$ cat config.mk
export PLATFORM = sky130hd
export DESIGN_NAME = smss_power_iter_flat
export DESIGN_NICKNAME = d
export VERILOG_FILES = /design/src/rtl/smss_pkg.sv /design/src/rtl/smss_power_iter_if.sv /design/src/rtl/gf2m_mul.sv /design/src/rtl/smss_power_iter.sv /design/src/flat_wrapper.sv
export SDC_FILE = /design/constraint.sdc
export NUM_CORES = 1
export LEC_CHECK = 0
export ABC_AREA = 1
export CAP_MARGIN = 20
export CORE_UTILIZATION = 59
export DETAILED_ROUTE_END_ITERATION = 6
export PLACE_DENSITY = 0.84
export SYNTH_ARGS = -nofsm -noshare
export SYNTH_HDL_FRONTEND = slang
export SYNTH_SLANG_ARGS = --single-unit
$ cat constraint.sdc
create_clock -name clk -period 3.2 [get_ports clk]
set_clock_uncertainty 0.1 [all_clocks]
set_input_delay 0.32 -clock clk [delete_from_list [all_inputs] [get_ports clk]]
set_output_delay 0.32 -clock clk [all_outputs]
set_load 0.05 [all_outputs]
$ cat src/rtl/smss_pkg.sv
// Shared definitions for the SMSS power-map engine.
//   SMSS_M     : default field degree (element / exponent width)
//   SMSS_POLY  : default irreducible polynomial, bit i = coeff of z^i
//   SMSS_LANES : default number of parallel S-box lanes
//   SMSS_ONE   : field element 1 in polynomial basis
//   state_t    : engine FSM states
package smss_pkg;

  localparam int unsigned SMSS_M     = 6;
  localparam logic [6:0]  SMSS_POLY  = 7'h43;
  localparam int unsigned SMSS_LANES = 4;

  localparam logic [SMSS_M-1:0] SMSS_ONE = SMSS_M'(1);

  typedef enum logic [1:0] {
    IDLE,
    RUN,
    DONE
  } state_t;

endpackage

$ cat src/rtl/smss_power_iter_if.sv
// Valid/ready transaction bus of the power-map engine.
//   in_valid/in_ready  : input handshake, in_x (LANES*M operands), in_exp (M)
//   out_valid/out_ready: output handshake, out_y (LANES*M results)
// master = producer/consumer side (bench or datapath), slave = engine.
interface smss_power_iter_if
  import smss_pkg::*;
#(
  parameter int unsigned M     = SMSS_M,
  parameter int unsigned LANES = SMSS_LANES
);

  logic                 in_valid;
  logic                 in_ready;
  logic [LANES*M-1:0]   in_x;
  logic [M-1:0]         in_exp;
  logic                 out_valid;
  logic                 out_ready;
  logic [LANES*M-1:0]   out_y;

  modport master (
    output in_valid, in_x, in_exp, out_ready,
    input  in_ready, out_valid, out_y
  );

  modport slave (
    input  in_valid, in_x, in_exp, out_ready,
    output in_ready, out_valid, out_y
  );

endinterface

$ cat src/rtl/gf2m_mul.sv
// Combinational GF(2^M) multiplier.
//   a, b : M-bit operands in polynomial basis
//   p    : a*b mod POLY
// Carry-less product followed by MSB-first reduction of the 2M-1 bit result.
module gf2m_mul
  import smss_pkg::*;
#(
  parameter int unsigned M    = SMSS_M,
  parameter logic [M:0]  POLY = (M+1)'(SMSS_POLY)
) (
  input  logic [M-1:0] a,
  input  logic [M-1:0] b,
  output logic [M-1:0] p
);

  logic [2*M-2:0] prod;
  logic [2*M-2:0] red;

  always_comb begin
    prod = '0;
    for (int unsigned i = 0; i < M; i++) begin
      if (b[i]) prod = prod ^ ((2*M-1)'(a) << i);
    end
    red = prod;
    for (int unsigned i = 2*M-2; i >= M; i--) begin
      if (red[i]) red = red ^ ((2*M-1)'(POLY) << (i - M));
    end
    p = red[M-1:0];
  end

endmodule

$ cat src/rtl/smss_power_iter.sv
// Iterative constant-time power-map S-box engine: y = x^e in GF(2^M).
//   clk, rst : clock (rising edge), asynchronous active-high reset
//   clr      : synchronous abort back to IDLE, result discarded
//   io       : slave side of the valid/ready transaction bus
//   busy     : high while a transaction is in RUN or DONE
// LANES lanes share one exponent; MSB-first square-and-multiply always
// spends exactly M RUN cycles.
module smss_power_iter
  import smss_pkg::*;
#(
  parameter int unsigned M     = SMSS_M,
  parameter logic [M:0]  POLY  = (M+1)'(SMSS_POLY),
  parameter int unsigned LANES = SMSS_LANES
) (
  input  logic               clk,
  input  logic               rst,
  input  logic               clr,
  smss_power_iter_if.slave   io,
  output logic               busy
);

  localparam int unsigned   CW  = (M > 1) ? $clog2(M) : 1;
  localparam int unsigned   W   = LANES * M;
  localparam logic [M-1:0]  ONE = M'(SMSS_ONE);

  state_t          state_q, state_d;
  logic [W-1:0]    opx_q, opx_d;
  logic [W-1:0]    acc_q, acc_d;
  logic [W-1:0]    out_y_q, out_y_d;
  logic [M-1:0]    exp_q, exp_d;
  logic [CW-1:0]   cnt_q, cnt_d;

  logic [W-1:0]    sq;
  logic [W-1:0]    sqx;
  logic [W-1:0]    acc_next;

  for (genvar k = 0; k < LANES; k++) begin : g_lane
    gf2m_mul #(.M(M), .POLY(POLY)) u_sq (
      .a (acc_q[k*M +: M]),
      .b (acc_q[k*M +: M]),
      .p (sq[k*M +: M])
    );
    gf2m_mul #(.M(M), .POLY(POLY)) u_mx (
      .a (sq[k*M +: M]),
      .b (opx_q[k*M +: M]),
      .p (sqx[k*M +: M])
    );
  end

  assign acc_next = exp_q[cnt_q] ? sqx : sq;

  always_comb begin
    state_d = state_q;
    opx_d   = opx_q;
    acc_d   = acc_q;
    out_y_d = out_y_q;
    exp_d   = exp_q;
    cnt_d   = cnt_q;
    if (clr) begin
      state_d = IDLE;
    end else begin
      case (state_q)
        IDLE: begin
          if (io.in_valid) begin
            opx_d   = io.in_x;
            exp_d   = io.in_exp;
            acc_d   = {LANES{ONE}};
            cnt_d   = CW'(M - 1);
            state_d = RUN;
          end
        end
        RUN: begin
          acc_d = acc_next;
          if (cnt_q == '0) begin
            out_y_d = acc_next;
            state_d = DONE;
          end else begin
            cnt_d = cnt_q - 1'b1;
          end
        end
        DONE: begin
          if (io.out_ready) state_d = IDLE;
        end
        default: state_d = IDLE;
      endcase
    end
  end

  always_ff @(posedge clk or posedge rst) begin
    if (rst) begin
      state_q <= IDLE;
      opx_q   <= '0;
      acc_q   <= '0;
      out_y_q <= '0;
      exp_q   <= '0;
      cnt_q   <= '0;
    end else begin
      state_q <= state_d;
      opx_q   <= opx_d;
      acc_q   <= acc_d;
      out_y_q <= out_y_d;
      exp_q   <= exp_d;
      cnt_q   <= cnt_d;
    end
  end

  assign io.in_ready  = (state_q == IDLE);
  assign io.out_valid = (state_q == DONE);
  assign io.out_y     = out_y_q;
  assign busy         = (state_q != IDLE);

endmodule

$ cat src/flat_wrapper.sv
// flat-port wrapper written by rule: the top's interface ports become plain ports
module smss_power_iter_flat import smss_pkg::*;
#(
  parameter int unsigned M     = SMSS_M,
  parameter logic [M:0]  POLY  = (M+1)'(SMSS_POLY),
  parameter int unsigned LANES = SMSS_LANES
)
  (clk, rst, clr, busy, io_in_valid, io_in_x, io_in_exp, io_out_ready, io_in_ready, io_out_valid, io_out_y);
  smss_power_iter_if #(.M(M), .LANES(LANES)) io_i ();
  input  logic clk;
  input  logic rst;
  input  logic clr;
  output logic busy;
  input wire logic [$bits(io_i.in_valid)-1:0] io_in_valid;
  input wire logic [$bits(io_i.in_x)-1:0] io_in_x;
  input wire logic [$bits(io_i.in_exp)-1:0] io_in_exp;
  input wire logic [$bits(io_i.out_ready)-1:0] io_out_ready;
  output wire logic [$bits(io_i.in_ready)-1:0] io_in_ready;
  output wire logic [$bits(io_i.out_valid)-1:0] io_out_valid;
  output wire logic [$bits(io_i.out_y)-1:0] io_out_y;
  assign io_i.in_valid = io_in_valid;
  assign io_i.in_x = io_in_x;
  assign io_i.in_exp = io_in_exp;
  assign io_i.out_ready = io_out_ready;
  assign io_in_ready = io_i.in_ready;
  assign io_out_valid = io_i.out_valid;
  assign io_out_y = io_i.out_y;
  smss_power_iter #(.M(M), .POLY(POLY), .LANES(LANES)) u_core (.clk(clk), .rst(rst), .clr(clr), .io(io_i), .busy(busy));
endmodule
==> tab_implementation.tex <==
\begin{tabular}{lr}
\hline
Metric & Value \\
\hline
\multicolumn{2}{l}{\textbf{Global route}} \\
Via count of the first global-routing pass & a little under 6000 \\
Pin count of the biggest net entering global routing & between 80 and 90 \\
GRT Util Overall & a little under 30\% \\
Antenna violations before repair & 0 \\
First-pass GRT wire length & 26400 um \\
Remaining global-route overflow & 0 \\
\multicolumn{2}{l}{\textbf{Logic synthesis}} \\
Primary flip-flop cell chosen by synthesis mapping & sky130\_fd\_sc\_hd\_\_dfrtp\_1 \\
Post-Syn Area per Cell & 6.49 um2 \\
Number of flops mapped to enable cells by yosys & 0 \\
Yosys reg bits & between 80 and 90 \\
FFs w/ async S/R, synth & 100\% \\
Summed instance area of the synthesized netlist & between 6000 and 7000 um2 \\
Synth Instances & about 1000 \\
Net count after synthesis & 1050 \\
Synth cell types & 37 \\
Proportion of synthesized chip area in sequential cells & 31.6\% \\
Yosys Warn Count & 0 \\
\multicolumn{2}{l}{\textbf{CTS}} \\
\# H-tree levels & 3 \\
Clk\_lat worst skew & $\sim$0.37 ns \\
Clock slew seen by the registers of the worst setup and hold paths & $\sim$0.090 ns \\
Clock Tree Buf Depth & 2 \\
CTS Buf Count & 9 \\
Root Driver & sky130\_fd\_sc\_hd\_\_clkbuf\_8 \\
CTS-repair resized insts & 0 \\
Post-CTS setup repair buffer count & 0 \\
Count of hold buffers inserted by post-cts repair & 0 \\
TritonCTS clock tree & built \\
CTS sink cnt & between 80 and 90 \\
\multicolumn{2}{l}{\textbf{Floorplan}} \\
Die extent in x & between 100 and 150 um \\
Area of the placeable core & roughly 11000 um2 \\
Vert. Die Dim & 108 um \\
Initial Util & about 61\% \\
Rows & 38 \\
Io pins & 62 \\
Total die area & approximately 12000 um2 \\
\multicolumn{2}{l}{\textbf{STA}} \\
Total negative setup slack & 0 ns \\
Time the final worst path needs with I/O delays and setup & around 2.3 ns \\
Setup violators final & 0 \\
Slew at the pin closest to its max-slew limit & between 1 and 1.5 ns \\
Worst-case headroom to the max-slew limit & about 33\% \\
Fmax & roughly 430 MHz \\
Final period utilization & roughly 73\% \\
Final hold violation count & 0 \\
Number of max-slew violations in the final report & 0 \\
Setup repair after global routing missed its margin & false \\
\multicolumn{2}{l}{\textbf{Power}} \\
Relative contribution of sequential cells to total power & between 20\% and 30\% \\
Clock network power share & 9.7\% \\
Static leakage power & $\sim$3.9 nW \\
Largest vdd supply drop & 0.000641 V \\
Relative contribution of combinational cells to total power & between 60 and 70\% \\
Switching Power & 4.97 mW \\
Power Dens Cells & around 1200 nW/um2 \\
Sw frac & around 56\% \\
Internal power of the cells & between 3 and 4 mW \\
\multicolumn{2}{l}{\textbf{Detailed routing}} \\
Final routed wire length divided by cell count & 13.0 um \\
Initial drt markers & 399 \\
First-pass iteration count of the detailed router & 5 \\
Total via count after detailed routing & roughly 6300 \\
Post-DRT Antenna Nets & 0 \\
Final routed wirelength across all metal layers & 15600 um \\
DRC violations left & 0 \\
Via-per-instance ratio & $\sim$5.3 \\
\multicolumn{2}{l}{\textbf{Worst setup path}} \\
Worst-path fanout max & 23 \\
CP startpoint kind & flip-flop \\
Worst endpoint required time & between 3 and 4 ns \\
Data arrival at the endpoint of the critical path & $\sim$2.5 ns \\
Type of the worst setup path & flip-flop to flip-flop \\
Critical path capture point type & flip-flop \\
\multicolumn{2}{l}{\textbf{Hold path}} \\
Worst min path class & input port to asynchronous set/reset pin \\
\multicolumn{2}{l}{\textbf{Cells and area}} \\
Utilization after layout & between 60 and 70\% \\
Diode insertion count for antenna repair & 0 \\
Synthesis-to-layout area growth & 13.1\% \\
Fraction of final layout cells with drive strength greater than 1 & about 6.6\% \\
Number of nets at the end of the flow & $\sim$1100 \\
\multicolumn{2}{l}{\textbf{Run}} \\
Max\_cap viols & 0 \\
\multicolumn{2}{l}{\textbf{Placement}} \\
Detail Placement HPWL & between 10000 and 15000 um \\
GP Congestion & 0.892 \\
Number of I/O port buffers & 61 \\
\multicolumn{2}{l}{\textbf{Outcome}} \\
Run status & finished clean \\
\hline
\end{tabular}
[through the flow]
stage | hold slack (ns) | area, um2 | power [mW] | worst slack [ns] | std cells
floorplan | 0.304 | 6580 | 6.73 | 0.572 | 1013
global placement | 0.361 | 7220 | 7.84 | 0.769 | 1182
detailed placement | 0.365 | 7220 | 8.00 | 0.707 | 1182
CTS | 0.271 | 7440 | 8.90 | 0.864 | 1198
global route | 0.300 | 7440 | 9.79 | 0.602 | 1198
finish | 0.251 | 7440 | 8.95 | 0.865 | 1198
[synthesized netlist by cell type (5+ instances only)]
cell type | number | area (um2)
sky130_fd_sc_hd__a21oi_1 | 8 | 40.0
sky130_fd_sc_hd__xor2_1 | 51 | 447
sky130_fd_sc_hd__dfrtp_1 | 83 | 2080
sky130_fd_sc_hd__nand2_2 | 12 | 75.1
sky130_fd_sc_hd__nand3b_1 | 5 | 37.5
sky130_fd_sc_hd__nand4_1 | 9 | 56.3
sky130_fd_sc_hd__buf_4 | 9 | 67.6
sky130_fd_sc_hd__clkbuf_1 | 6 | 22.5
sky130_fd_sc_hd__nand2_1 | 458 | 1720
sky130_fd_sc_hd__buf_2 | 21 | 105
sky130_fd_sc_hd__xnor2_1 | 29 | 254
sky130_fd_sc_hd__nor2_1 | 38 | 143
sky130_fd_sc_hd__inv_1 | 112 | 420
sky130_fd_sc_hd__xor2_2 | 6 | 97.6
sky130_fd_sc_hd__inv_2 | 8 | 30.0
sky130_fd_sc_hd__o21ai_0 | 28 | 140
sky130_fd_sc_hd__nand3_1 | 92 | 460
[metal layers]
| layer | wire, um | GRT usage, % | vias to the layer above |
|---|---|---|---|
| met5 | 0 | 0 | - |
| met4 | 298 | 10.6 | 0 |
| met3 | 920 | 3.63 | 28 |
| met2 | 7500 | 48.9 | 207 |
| met1 | 6860 | 38.0 | 2923 |
| li1 | - | - | 3153 |
[logic make-up after synthesis]
family / share of synthesized area (%)
buf+inv: 10.3
fa+ha+maj: 0.380
compound gates: 4.07
flops: 31.6
xor+xnor: 13.3
simple gates: 40.4
[worst max-delay path, stage by stage, from the launching register on]
cell	delay [ns]
sky130_fd_sc_hd__dfrtp_1	0.43
sky130_fd_sc_hd__nor2_1	0.13
sky130_fd_sc_hd__inv_1	0.08
sky130_fd_sc_hd__o21ai_2	0.77
sky130_fd_sc_hd__nor2_4	0.02
sky130_fd_sc_hd__inv_1	0.31
sky130_fd_sc_hd__nand2_1	0.19
sky130_fd_sc_hd__nand3_1	0.11
sky130_fd_sc_hd__nand3_1	0.07
[placed cells by master, fill, tap and decap left out, types with 9 or more instances in the layout]
cell type | synthesis | final
sky130_fd_sc_hd__clkdlybuf4s50_1 | 0 | 61
sky130_fd_sc_hd__xor2_1 | 51 | 51
sky130_fd_sc_hd__nand3_1 | 92 | 92
sky130_fd_sc_hd__dfrtp_1 | 83 | 83
sky130_fd_sc_hd__nor2_1 | 38 | 37
sky130_fd_sc_hd__inv_1 | 112 | 111
sky130_fd_sc_hd__clkbuf_8 | 0 | 9
sky130_fd_sc_hd__xnor2_1 | 29 | 29
sky130_fd_sc_hd__nand2_2 | 12 | 12
sky130_fd_sc_hd__nand4_1 | 9 | 9
sky130_fd_sc_hd__nand2_1 | 458 | 458
sky130_fd_sc_hd__o21ai_0 | 28 | 28
[state kept, by name (all words and copies together) (netlist names)]
register / count
u_core.state_q: 2
u_core.io.out_y: 24
u_core.cnt_q: 3
u_core.exp_q: 6
u_core.opx_q: 24
u_core.acc_q: 24
[path summary, 6_finish.rpt]
| check | from | endpoint | slack (ns) | cells after the start |
|---|---|---|---|---|
| setup / recovery | u_core.state_q[0] | u_core.cnt_q[2] | 0.86 | 8 |
| hold / removal | rst | u_core.opx_q[3] | 0.25 | 3 |
| setup reg to reg | u_core.state_q[0] | u_core.cnt_q[2] | 0.86 | 8 |
| hold reg to reg | u_core.io.out_y[1] | u_core.io.out_y[1] | 0.38 | 2 |
| max in group asynchronous | rst | u_core.opx_q[19] | 2.40 | 3 |
| min in group clk | io_in_x[16] | u_core.opx_q[16] | 0.38 | 3 |
[cell type report]
| class | count | area [um2] |
|---|---|---|
| Fill cell | 960 | 3400 |
| Multi-Input combinational cell | 770 | 3830 |
| Clock inverter | 7 | 100 |
| Sequential cell | 83 | 2080 |
| Tap cell | 140 | 175 |
| Timing Repair Buffer | 68 | 676 |
| Clock buffer | 9 | 124 |
| Inverter | 121 | 458 |
[power groups by stage]
stage	registers [mW]	clock network, mW	logic (mW)
2_1_floorplan	2.22	0	4.52
3_3_place_gp	2.20	0	5.64
3_5_place_dp	2.19	0	5.81
4_1_cts	2.18	0.879	5.85
5_1_grt	2.26	0.922	6.61
6_report	2.19	0.869	5.88
No activity file was read; power rests on OpenSTA's default activity.
